## src/rtl/rr_lane_arbiter_if.sv

```systemverilog
// Handshake bundle between the lane requesters and the round-robin lane arbiter.
// The arbiter takes the slave side; the requesters (or the bench) take the master side.
interface rr_lane_arbiter_if #(
  parameter int N   = 3,
  parameter int IDW = $clog2(N)
);
  logic           i_en;
  logic [N-1:0]   i_req;
  logic [N-1:0]   i_done;
  logic [N-1:0]   o_gnt;
  logic [IDW-1:0] o_gnt_id;
  logic           o_busy;
  logic           o_timeout;

  modport master (
    output i_en, i_req, i_done,
    input  o_gnt, o_gnt_id, o_busy, o_timeout
  );

  modport slave (
    input  i_en, i_req, i_done,
    output o_gnt, o_gnt_id, o_busy, o_timeout
  );
endinterface

```

## src/rtl/rr_lane_arbiter.sv

```systemverilog
// Round-robin owner selection for the shared output lane: registered one-hot grant,
// bounded tenure, and a mandatory one-cycle gap between successive owners.
module rr_lane_arbiter #(
  parameter int N        = 3,
  parameter int HOLD_MAX = 8,
  parameter int IDW      = $clog2(N)
) (
  input  logic             i_clk,
  input  logic             i_rst,
  rr_lane_arbiter_if.slave bus
);

  localparam int CNT_W = (HOLD_MAX > 1) ? $clog2(HOLD_MAX + 1) : 1;
  localparam logic [CNT_W-1:0] HOLD_LIM = CNT_W'(HOLD_MAX);
  localparam logic [CNT_W-1:0] CNT_SAT  = '1;

  typedef enum logic [1:0] {IDLE, GRANT, GAP} state_t;

  state_t         state;
  logic [N-1:0]   gnt;
  logic [IDW-1:0] gnt_id;
  logic           busy;
  logic           timeout;
  logic [IDW-1:0] ptr;
  logic [CNT_W-1:0] cnt;

  logic [IDW-1:0] win_id;
  logic [N-1:0]   win_oh;
  logic           any_req;
  logic           own_req;
  logic           own_done;
  logic           hold_hit;
  logic           release_now;
  logic [IDW-1:0] ptr_next;
  int             idx;

  // Scan from ptr upward (mod N); iterating backwards leaves the first hit in win_id.
  always_comb begin
    win_id = '0;
    idx    = 0;
    for (int k = N - 1; k >= 0; k--) begin
      idx = int'(ptr) + k;
      if (idx >= N) idx = idx - N;
      if (bus.i_req[IDW'(idx)]) win_id = IDW'(idx);
    end
  end

  assign any_req     = |bus.i_req;
  assign win_oh      = N'(1) << win_id;
  assign own_req     = bus.i_req[gnt_id];
  assign own_done    = bus.i_done[gnt_id];
  assign hold_hit    = (HOLD_MAX != 0) && (cnt == HOLD_LIM);
  assign release_now = !own_req || own_done || hold_hit;
  assign ptr_next    = (gnt_id == IDW'(N - 1)) ? '0 : gnt_id + 1'b1;

  always_ff @(posedge i_clk or posedge i_rst) begin
    if (i_rst) begin
      state   <= IDLE;
      gnt     <= '0;
      gnt_id  <= '0;
      busy    <= 1'b0;
      timeout <= 1'b0;
      ptr     <= '0;
      cnt     <= '0;
    end else begin
      timeout <= 1'b0;
      case (state)
        GRANT: begin
          if (release_now) begin
            state   <= GAP;
            gnt     <= '0;
            busy    <= 1'b0;
            ptr     <= ptr_next;
            timeout <= hold_hit && own_req && !own_done;
          end else if (cnt != CNT_SAT) begin
            cnt <= cnt + 1'b1;
          end
        end
        default: begin
          // IDLE and GAP arbitrate identically; a GAP with no winner falls to IDLE.
          if (bus.i_en && any_req) begin
            state  <= GRANT;
            gnt    <= win_oh;
            gnt_id <= win_id;
            busy   <= 1'b1;
            cnt    <= CNT_W'(1);
          end else begin
            state <= IDLE;
            gnt   <= '0;
            busy  <= 1'b0;
          end
        end
      endcase
    end
  end

  assign bus.o_gnt     = gnt;
  assign bus.o_gnt_id  = gnt_id;
  assign bus.o_busy    = busy;
  assign bus.o_timeout = timeout;

endmodule

```

## src/flat_wrapper.sv

```systemverilog
// flat-port wrapper written by rule: the top's interface ports become plain ports
module rr_lane_arbiter_flat 
#(
  parameter int N        = 3,
  parameter int HOLD_MAX = 8,
  parameter int IDW      = $clog2(N)
)
  (i_clk, i_rst, bus_i_en, bus_i_req, bus_i_done, bus_o_gnt, bus_o_gnt_id, bus_o_busy, bus_o_timeout);
  rr_lane_arbiter_if #(.N(N), .IDW(IDW)) bus_i ();
  input  logic i_clk;
  input  logic i_rst;
  input wire logic [$bits(bus_i.i_en)-1:0] bus_i_en;
  input wire logic [$bits(bus_i.i_req)-1:0] bus_i_req;
  input wire logic [$bits(bus_i.i_done)-1:0] bus_i_done;
  output wire logic [$bits(bus_i.o_gnt)-1:0] bus_o_gnt;
  output wire logic [$bits(bus_i.o_gnt_id)-1:0] bus_o_gnt_id;
  output wire logic [$bits(bus_i.o_busy)-1:0] bus_o_busy;
  output wire logic [$bits(bus_i.o_timeout)-1:0] bus_o_timeout;
  assign bus_i.i_en = bus_i_en;
  assign bus_i.i_req = bus_i_req;
  assign bus_i.i_done = bus_i_done;
  assign bus_o_gnt = bus_i.o_gnt;
  assign bus_o_gnt_id = bus_i.o_gnt_id;
  assign bus_o_busy = bus_i.o_busy;
  assign bus_o_timeout = bus_i.o_timeout;
  rr_lane_arbiter #(.N(N), .HOLD_MAX(HOLD_MAX), .IDW(IDW)) u_core (.i_clk(i_clk), .i_rst(i_rst), .bus(bus_i));
endmodule
```

## config.mk

```make
export PLATFORM = sky130hd
export DESIGN_NAME = rr_lane_arbiter_flat
export DESIGN_NICKNAME = d
export VERILOG_FILES = /design/src/rtl/rr_lane_arbiter_if.sv /design/src/rtl/rr_lane_arbiter.sv /design/src/flat_wrapper.sv
export SDC_FILE = /design/constraint.sdc
export NUM_CORES = 1
export LEC_CHECK = 0
export CAP_MARGIN = 0
export CORE_MARGIN = 2
export CORE_UTILIZATION = 45
export CTS_CLUSTER_SIZE = 10
export DETAILED_ROUTE_END_ITERATION = 8
export HOLD_SLACK_MARGIN = 0.06
export PLACE_DENSITY = 0.72
export SETUP_SLACK_MARGIN = 0.15
export SLEW_MARGIN = 30
export SYNTH_ARGS = -nofsm -noshare
export SYNTH_HDL_FRONTEND = slang
export SYNTH_SLANG_ARGS = --single-unit
```

## constraint.sdc

```tcl
create_clock -name i_clk -period 1.6 [get_ports i_clk]
set_clock_uncertainty 0.1 [all_clocks]
set_input_delay 0.4 -clock i_clk [delete_from_list [all_inputs] [get_ports i_clk]]
set_output_delay 0.4 -clock i_clk [all_outputs]
set_load 0.1 [all_outputs]
```

# Word level (Yosys, flattened, before mapping)
# Index checks and enable logic that the tools add are counted.
# totals
regBits,15
# classes
add_sub_neg,7
order_cmp,7
n_eq_ne,7
shifts,1
muxes,35
bitwise,1
reduce_logical,12
# ops
operator,n
two-way mux 2 bit,9
two-way mux 4 bit,4
two-way mux 1 bit,14
less-than comparator 2 x 4 -> 1 bit (second input constant),3
binary-select mux 1 bit (select 2 bit),5
two-way mux 3 bit,3
>= comparator 3 x 2 -> 1 bit (second input constant),2
adder 4 x 1 -> 4 bit (second input constant),1
== test 4 bit (second input constant),1
inequality test 2 x 1 -> 1 bit (second input constant),2
inequality test 4 bit (second input constant),1
AND reduction 2 bit,2
subtractor 2 x 1 -> 2 bit (second input constant),2
adder 2 x 1 -> 3 bit (second input constant),1
adder 2 x 2 -> 3 bit (second input constant),1
logical AND 1 bit,3
less-than comparator 2 x 3 -> 1 bit (second input constant),1
AND reduction 3 bit,1
OR reduction 3 bit,1
left shift 1 x 2 -> 3 bit (first input constant),1
adder 2 x 1 -> 2 bit (second input constant),1
== test 2 x 1 -> 1 bit (second input constant),1
== test 2 bit (second input constant),1
>= comparator 2 bit (second input constant),1
other kinds (6),8

# Depth between registers and ports, before layout
# Gate-level depths: netlist of the first run.
# logic_depth
ltp_word,12
mapped_depth,6
ltp_nobuf,6

# Worst setup path before layout of the first run
# No wires, ideal clock.
# synth_timing
path_kind,reg2reg
start,"reg u_core.gnt_id[0], in the netlist u_core.bus.o_gnt_id[0]"
end,reg u_core.cnt[1]
setup_ps,125
t_arrival_ps,2048
setup_slack_ps,-673
stages_incl_launch_ff,5
synth_period_minus_slack_ps,2273
cell_sequence,dfrtp_1 -> and4bb_4 -> o31a_4 -> nand2_4 -> mux2_4
# synth_via
elab_chain_cells,7
elab_cells_between_ends,9
classes_between,eq/ne (1); mux (4); reduce/logical (4)
# synth_lines
element,line,rtl
"start, declared",rr_lane_arbiter.sv:21,logic [IDW-1:0] gnt_id;
"start signal, assigned",rr_lane_arbiter.sv:84,gnt_id <= win_id;
binary-select mux 1 bit (select 2 bit),rr_lane_arbiter.sv:50,assign own_req = bus.i_req[gnt_id];
two-way mux 1 bit (not written as such),rr_lane_arbiter.sv:50,
zero test 1 bit,rr_lane_arbiter.sv:53,assign release_now = !own_req || own_done || hold_hit;
logical OR 1 bit (*) (2 in series),rr_lane_arbiter.sv:53,
inequality test 2 bit (no source line) (*),-,
AND reduction 3 bit (no source line) (*),-,
"end signal, assigned",rr_lane_arbiter.sv:76,cnt <= cnt + 1'b1;
"end, declared",rr_lane_arbiter.sv:25,logic [CNT_W-1:0] cnt;
# Every way passes the cells marked *; elsewhere a longest branch is shown, timed or not. The select of a mux whose other input is x is not followed.
# A chain may end at the register's enable or synchronous reset.

# Final worst setup path of the first run
# layout_timing
start,reg u_core.ptr[0]
end,"reg u_core.gnt[2], in the netlist u_core.bus.o_gnt[2]"
# layout_via
elab_chain_cells,12
elab_cells_between_ends,26
classes_between,add/sub (5); order compare (3); shift (1); mux (17)
# layout_lines
element,line,rtl
"start, declared",rr_lane_arbiter.sv:24,logic [IDW-1:0] ptr;
"start signal, assigned",rr_lane_arbiter.sv:73,ptr <= ptr_next;
adder 2 x 2 -> 3 bit,rr_lane_arbiter.sv:42,idx = int'(ptr) + k;
>= comparator 3 x 2 -> 1 bit or subtractor 2 x 1 -> 2 bit (tied branches),rr_lane_arbiter.sv:43,if (idx >= N) idx = idx - N;
two-way mux 2 bit,rr_lane_arbiter.sv:43,
binary-select mux 1 bit (select 2 bit),rr_lane_arbiter.sv:44,if (bus.i_req[IDW'(idx)]) win_id = IDW'(idx);
two-way mux 1 bit (not written as such) (2 in series),rr_lane_arbiter.sv:44,
two-way mux 2 bit (2 in series),rr_lane_arbiter.sv:44,
two-way mux 2 bit (*),rr_lane_arbiter.sv:44,
left shift 1 x 2 -> 3 bit (*),rr_lane_arbiter.sv:49,assign win_oh = N'(1) << win_id;
two-way mux 3 bit (*),rr_lane_arbiter.sv:81,if (bus.i_en && any_req) begin
two-way mux 3 bit (*),rr_lane_arbiter.sv:67,case (state)
"end signal, assigned",rr_lane_arbiter.sv:83,gnt <= win_oh;
"end, declared",rr_lane_arbiter.sv:20,logic [N-1:0] gnt;
# Marks and branches as above.

==> flow_summary.ini, run 1 <==
[run_status]
status = finished, violations left
violations = setup timing

[finish]
fin_nets = 145
drive_above_1_share = 0.592
layout.cells.most_common = buf_4
nFillCells = 114
insertedDiodeCount = 0
area_delta_synth_final_pct = 74.0
mostFrequentLayoutCells = buf_4 (24), dfrtp_1 (10), buf_12 (7)

[detailed_routing]
drt_pass1_iterations = 4
wl_per_cell_um = 16.0
drc = 0
drtIter0Drc = 20
drtAntennaViolNets = 0
wl_um = 2510
viasPerCell = 5.32
num_vias = 836

[grt]
grt_max_degree = 15
gr-total-overflow = 0
grt_use_total = 0.215
grt_pass1_wl_um = 3800
grt_pass1_vias = 847
antenna_found_initial = 0

[floorplan]
die-area_mm2 = 0.00238
core_area_mm2 = 0.00192
io_pins = 16
start_util = 0.471
fp.dieW_um = 48.8
rows = 16
die-height_um = 48.8

[sta]
setup_violations = 8
period_share = 1.06
period_needed_ps = 1700
rsz0062_at_grt = yes
slew_headroom = 0.750
maxSlewViolCount = 0
setup_ws_ps = -96.2
totalNegativeSetupSlack_ps = -590
fmax_mhz = 590
tightest_slew_ps = 376
hold_violations = 0

[placement]
post-place-ws_ps = -454
portBuffers = 15
dp.final_hpwl_um = 1620
gp_congestion = 0.732

[pwr]
p_leak_uw = 0.000719
ir_worst_vdd_mv = 1.11
cellPowerDensity_mw_per_mm2 = 1730

[cts]
insertion_delay_ps = 280
cts_max_level = 1
clkTransAtPathRegs_ps = 90
postCtsHoldBufs = 0
cts_tree = yes
numCtsBuffers = 3
cts.sink_count = 14
cts_root_buffer = clkbuf_4
cts_max_path_buffers = 2

[synth]
synth_largest_area_cell = dfrtp_1
yosys_warnings = 0
synth_nets = 97
synth-seq-area-share = 0.387
syn_area_per_cell_um2 = 10.9
ys_ff_latch = 14
synth-edff-count = 0
synth_cell_type_count = 33
syn_inst = 83
syn-cell-area_um2 = 905
synthFlopType = dfrtp_1
synth_top_area_frac = 0.387
async_flop_share = 1.00
synth.area.top_cells = dfrtp_1 (39%), ha_1 (6.9%), and4bb_4 (3.6%)

[worst_setup_path]
cp-startpoint = u_core.ptr[0]
regToRegSetupSlack_ps = -100
crit_type = register to register
endpoint_kind = register
arrival_ps = 1820
critPathLaunchType = register
timing.rr.start = u_core.ptr[0]
ff2ff_path_depth = 8
timing.rr.end = u_core.bus.o_gnt[2]
required_ps = 1720
crit_end = u_core.bus.o_gnt[2]
cp_max_fo = 3

[worst_hold_path]
hp-class = input port to async pin

[job]
drv_cap = 0
-- layout make-up --
type,count,area [µm²],share of cell area
clock buffer,4,36.3,0.0231
tap,27,33.8,0.0215
sequential,14,363,0.231
timing repair buffer,43,442,0.281
multi-input combinational,61,669,0.425
inverter,8,30.0,0.0191
-- routing by layer --
metal  GRT usage  wire, µm  share of wire  vias up
met5           0         0              0        -
met4       0.105        42          0.017        0
met3      0.0429        64          0.026        5
met2       0.395      1360           0.54       15
met1       0.235      1040           0.41      417
li1            -         -              -      399
-- sequential cells by signal, indices dropped and copies added (netlist names) --
register,cells
u_core.ptr,2
u_core.bus.o_gnt,3
u_core.cnt,4
u_core.state,2
u_core.bus.o_gnt_id,2
u_core.bus.o_timeout,1
-- cell families (layout without fill, tap and decap cells) --
| kind of cell | count (synthesis) | in the layout | share of synthesized area |
|---|---|---|---|
| and+or+nand+nor | 27 | 27 | 0.210 |
| AOI/OAI and AO/OA | 23 | 23 | 0.221 |
| DFF | 14 | 14 | 0.387 |
| buffers and inverters | 8 | 55 | 0.0332 |
| muxes | 6 | 6 | 0.0788 |
| adders and majority gates | 5 | 5 | 0.0692 |
-- critical path, cell delays in order, from the launching register on --
cell and delay (ps):
dfrtp_1 450, inv_2 80, buf_4 130, ha_1 210
nand2_1 120, o21ai_4 90, a211oi_2 220, buf_4 150
a21o_1 90
-- cells in the mapped netlist (2+ instances only) --
library cell and n:
o21ai_0 6, nand2b_1 3, nor2_1 5, nand2_1 6, a21o_1 2, nor2b_1 3, ha_1 5, and4bb_4 2
nor3b_1 2, mux2i_1 3, dfrtp_1 14, a211oi_2 2, mux2_4 2, inv_1 8, o2bb2ai_1 2
-- power breakdown --
group | total, µW | switching (µW) | leakage, µW | internal [µW]
registers | 615 | 136 | 0.000175 | 479
clock network | 256 | 118 | 0.0000210 | 138
logic | 1850 | 969 | 0.000523 | 878
-- how the worst min path moves through the flow --
stage	from	endpoint	slack (ps)
2_1_floorplan	i_rst	u_core.bus.o_gnt[0]	190
3_3_place_gp	u_core.cnt[0]	u_core.cnt[0]	430
3_5_place_dp	u_core.cnt[0]	u_core.cnt[0]	430
4_1_cts	i_rst	u_core.ptr[1]	330
5_1_grt	i_rst	u_core.ptr[1]	360
6_report	i_rst	u_core.cnt[2]	320
-- repair_timing --
action                                  4_1_cts  5_1_grt
pin swaps                                    17       10
endpoints found under the setup margin       17       17
gates resized for setup                      22       11
setup buffers                                 4        4
-- through the flow --
| stage | power (µW) | instances | area, µm² | hold slack, ps | utilization |
|---|---|---|---|---|---|
| after CTS | 2570 | 153 | 1510 | 332 | 0.785 |
| after floorplan | 1540 | 83 | 950 | 189 | - |
| after global routing | 2830 | 157 | 1570 | 362 | 0.819 |
| after detailed placement | 2130 | 145 | 1350 | 428 | 0.704 |
| after global placement | 2100 | 145 | 1350 | 426 | 0.704 |
| final | 2720 | 157 | 1570 | 324 | 0.819 |
Note: power is estimated with default switching activity, not from simulation.
==> inputs of run 2 (changes only) <==
--- a/config.mk
+++ b/config.mk
@@ -7,11 +7,11 @@
 export LEC_CHECK = 0
 export CAP_MARGIN = 0
 export CORE_MARGIN = 2
-export CORE_UTILIZATION = 45
+export CORE_UTILIZATION = 46
 export CTS_CLUSTER_SIZE = 10
 export DETAILED_ROUTE_END_ITERATION = 8
 export HOLD_SLACK_MARGIN = 0.06
-export PLACE_DENSITY = 0.72
+export PLACE_DENSITY = 0.73
 export SETUP_SLACK_MARGIN = 0.15
 export SLEW_MARGIN = 30
 export SYNTH_ARGS = -nofsm -noshare
==> flow_summary.ini, run 2 (same netlist as run 1, synthesis figures left out) <==
[run_status]
status = finished, violations left
violations = setup timing

[floorplan]
start_util = 0.476
fp.dieW_um = 48.3
core_area_mm2 = 0.00190
io_pins = 16
die-height_um = 48.3
rows = 16
die-area_mm2 = 0.00234

[cts]
clkTransAtPathRegs_ps = 90
cts.sink_count = 14
numCtsBuffers = 3
cts_tree = yes
cts_max_level = 1
cts_root_buffer = clkbuf_4
insertion_delay_ps = 280
postCtsHoldBufs = 0
cts_max_path_buffers = 2

[placement]
gp_congestion = 0.787
dp.final_hpwl_um = 1690
portBuffers = 15
post-place-ws_ps = -504
placed_cell_area_mm2 = 0.00132
place_inst = 141

[detailed_routing]
num_vias = 801
drt_pass1_iterations = 2
drtAntennaViolNets = 0
viasPerCell = 5.30
drc = 0
wl_per_cell_um = 15.8
wl_um = 2380
drtIter0Drc = 6

[grt]
grt_use_total = 0.229
grt_max_degree = 15
gr-total-overflow = 0
grt_pass1_vias = 866
antenna_found_initial = 0
grt_pass1_wl_um = 4100

[sta]
period_needed_ps = 1700
fmax_mhz = 587
rsz0062_at_grt = yes
setup_ws_ps = -102
slew_headroom = 0.714
maxSlewViolCount = 0
setup_violations = 10
period_share = 1.06
tightest_slew_ps = 429
hold_violations = 0

[finish]
regMostFlops = u_core.cnt
area_delta_synth_final_pct = 68.3
multi_input_area_um2 = 667
mostFrequentLayoutCells = buf_4 (19), dfrtp_1 (11), buf_12 (7)
fin_nets = 139
regArea_um2 = 362
drive_above_1_share = 0.573
insertedDiodeCount = 0
fin_area_mm2 = 0.00152
nFillCells = 116
largest_reg_flops = 4
final-instance-count-excl-fill = 151
layout.cells.most_common = buf_4

[worst_setup_path]
slowest_stage = dfrtp_4
arrival_ps = 1770
critPathLaunchType = register
crit_type = register to register
path_cells = and4bb_4 > o31a_4 > nand2_4 > mux2_4
endpoint_kind = register
required_ps = 1670
cp_max_fo = 4
cpPeakStageDelay_ps = 510

[pwr]
cellPowerDensity_mw_per_mm2 = 1720
p_seq_frac = 0.230
power.switching_uw = 1180
p_int_uw = 1450
p_sw_frac = 0.449
clockPowerShare = 0.097
pwr-share-comb = 0.673
p_leak_uw = 0.000701
ir_worst_vdd_mv = 1.07

[worst_hold_path]
hp-class = input port to async pin

[job]
drv_cap = 0
## run 2: power by group through the flow
stage	registers (µW)	clock network [µW]	logic [µW]
after detailed placement	613	0	1490
after global placement	604	0	1450
after CTS	611	257	1680
final	604	254	1760
after global routing	622	275	1860
after floorplan	973	0	567
## run 2: repair_timing
item / 4_1_cts / 5_1_grt
setup buffers: 3 / 3
resized for setup: 26 / 5
setup endpoints to repair: 17 / 17
cloned: 0 / 0
pin swaps: 12 / 5
## run 2: routing by layer
layer	up-vias	global-route usage	wire, µm
met5	-	0	0
met4	0	0.0857	21
met3	2	0.0278	46
met2	10	0.407	1290
met1	398	0.286	1020
li1	391	-	-
## run 2: final cells by class
class                   count  area share
well taps                  27      0.0222
multi-input cells          61       0.438
clock buffers               4      0.0238
inverters                   8      0.0197
repair buffers             37       0.259
flip-flops and latches     14       0.237
## run 2: per-stage QoR
step / hold WS (ps) / utilization / TNS, ps / total power, µW
finish: 308 / 0.801 / -663 / 2620
CTS: 312 / 0.780 / -606 / 2550
detailed placement: 432 / 0.696 / -5530 / 2100
global route: 341 / 0.801 / -1390 / 2760
global placement: 426 / 0.696 / -5020 / 2050
floorplan: 189 / - / -975 / 1540
## run 2: critical path, delay by kind of cell, from the launching register on
family | cells | cell delay, ps
compound gates | 1 | 370
flops | 1 | 510
mux | 1 | 290
simple gates | 2 | 310
## run 2: final timing paths
path / start / endpoint / slack [ps] / cells after the start
max: u_core.bus.o_gnt_id[0] / u_core.cnt[1] / -100 / 4
max reg2reg: u_core.bus.o_gnt_id[0] / u_core.cnt[1] / -100 / 4
max in group asynchronous: i_rst / u_core.bus.o_gnt_id[0] / 900 / 3
min in group i_clk: u_core.bus.o_gnt[2] / u_core.bus.o_gnt[2] / 460 / 1
min reg2reg: u_core.bus.o_gnt[2] / u_core.bus.o_gnt[2] / 460 / 1
min: i_rst / u_core.bus.o_gnt[0] / 310 / 3
==> inputs of run 3 (changes only) <==
--- a/config.mk
+++ b/config.mk
@@ -7,11 +7,11 @@
 export LEC_CHECK = 0
 export CAP_MARGIN = 0
 export CORE_MARGIN = 2
-export CORE_UTILIZATION = 46
+export CORE_UTILIZATION = 25
 export CTS_CLUSTER_SIZE = 10
 export DETAILED_ROUTE_END_ITERATION = 8
 export HOLD_SLACK_MARGIN = 0.06
-export PLACE_DENSITY = 0.73
+export PLACE_DENSITY = 0.44
 export SETUP_SLACK_MARGIN = 0.15
 export SLEW_MARGIN = 30
 export SYNTH_ARGS = -nofsm -noshare
==> flow_summary.ini, run 3 (same netlist as run 1, synthesis figures left out) <==
[worst_setup_path]
required_ps = 1670
arrival_ps = 1760
regToRegSetupSlack_ps = -90
timing.rr.end = u_core.cnt[1]
timing.rr.start = u_core.bus.o_gnt_id[1]
cpPeakStageDelay_ps = 520
slowest_stage = dfrtp_4
cp_max_fo = 5
path_cells = and4bb_4 > o31a_4 > nand2_4 > mux2_4
endpoint_kind = register
crit_type = register to register
crit_family = flip-flops
ff2ff_path_depth = 4
critPathLaunchType = register
path_buf_inv = 0

[placement]
portBuffers = 15
place_inst = 162
gp_congestion = 0.715
dp.final_hpwl_um = 1740
placed_cell_area_mm2 = 0.00136

[floorplan]
rows = 21
fp.dieW_um = 64.2
io_pins = 16
die-height_um = 64.2
core_area_mm2 = 0.00342
die-area_mm2 = 0.00412
start_util = 0.265

[finish]
area_delta_synth_final_pct = 71.6
insertedDiodeCount = 0
final-instance-count-excl-fill = 171
regMostFlops = u_core.cnt
fin_nets = 140
largest_reg_flops = 4
layout.cells.most_common = buf_4
drive_above_1_share = 0.584
post-route-util = 0.455
mostFrequentLayoutCells = buf_4 (19), dfrtp_1 (10), buf_12 (7)
fin_area_mm2 = 0.00155

[cts]
postCtsHoldBufs = 0
cts_tree = yes
cts_max_level = 1
clkTransAtPathRegs_ps = 100
cts_root_buffer = clkbuf_4
insertion_delay_ps = 280
cts_max_path_buffers = 2
cts.sink_count = 14
numCtsBuffers = 3

[grt]
gr-total-overflow = 0
antenna_found_initial = 0
grt_pass1_vias = 828
grt_pass1_wl_um = 3710
grt_max_degree = 15
grt_use_total = 0.118

[detailed_routing]
drt_pass1_iterations = 4
viasPerCell = 4.61
drc = 0
drtAntennaViolNets = 0
drtIter0Drc = 11
wl_per_cell_um = 13.1
num_vias = 789
wl_um = 2240

[pwr]
cellPowerDensity_mw_per_mm2 = 1660
clockPowerShare = 0.102
p_leak_uw = 0.000694
p_int_uw = 1430
report.power.total_uw = 2570
ir_worst_vdd_mv = 0.377
power.switching_uw = 1150
p_seq_frac = 0.238
p_sw_frac = 0.445
pwr-share-comb = 0.659

[sta]
setup_ws_ps = -94.2
slew_headroom = 0.800
hold_violations = 0
period_share = 1.06
fmax_mhz = 590
period_needed_ps = 1690
setup_violations = 6
tightest_slew_ps = 300
maxSlewViolCount = 0
rsz0062_at_grt = yes

[run_status]
violations = setup timing
status = finished, violations left

[job]
drv_cap = 0

[worst_hold_path]
hp-class = input port to async pin
run 3: worst min-delay path: stages:
cell	delay, ps
clkdlybuf4s50_1	400
inv_1	50
buf_4	210
run 3: routing by layer:
layer	up-vias	global-route usage	share of wire
li1	392	-	-
met1	380	0.142	0.44
met2	15	0.204	0.52
met3	2	0.0176	0.030
met4	0	0.0559	0.0085
met5	-	0	0
run 3: timing repair:
| item | in CTS | in global routing |
|---|---|---|
| gates resized for setup | 23 | 8 |
| setup buffers | 3 | 2 |
| pin swaps | 19 | 4 |
| endpoints found under the setup margin | 17 | 17 |
run 3: layout make-up:
cell class	count	area (µm²)
Multi-Input combinational cell	61	663
Clock buffer	4	36.3
Inverter	8	30.0
Sequential cell	14	363
Fill cell	315	1860
Tap cell	46	57.6
Timing Repair Buffer	38	403
run 3: power by group through the flow:
stage,Clock [µW],Sequential (µW),Combinational [µW]
after CTS,266,611,1640
after detailed placement,0,617,1500
after global placement,0,612,1490
after global routing,291,629,1810
after floorplan,0,973,567
final,263,613,1700
run 3: worst max-delay path by stage:
stage | from | endpoint | slack [ps] | depth (start not counted)
finish | u_core.bus.o_gnt_id[1] | u_core.cnt[1] | -90 | 4
global placement | bus_i_done[2] | u_core.cnt[1] | -470 | 5
detailed placement | bus_i_done[2] | u_core.cnt[1] | -480 | 5
CTS | u_core.bus.o_gnt_id[1] | u_core.cnt[1] | -100 | 4
floorplan | u_core.bus.o_gnt_id[0] | u_core.cnt[1] | -240 | 4
global route | u_core.bus.o_gnt_id[0] | u_core.cnt[1] | -120 | 5
run 3: per-stage QoR:
stage          TNS, ps  hold WS (ps)  setup slack, ps
2_1_floorplan     -975           189             -237
3_3_place_gp     -4980           423             -468
3_5_place_dp     -5010           424             -482
4_1_cts           -328           315             -102
5_1_grt           -802           346             -125
6_report          -244           304            -94.2
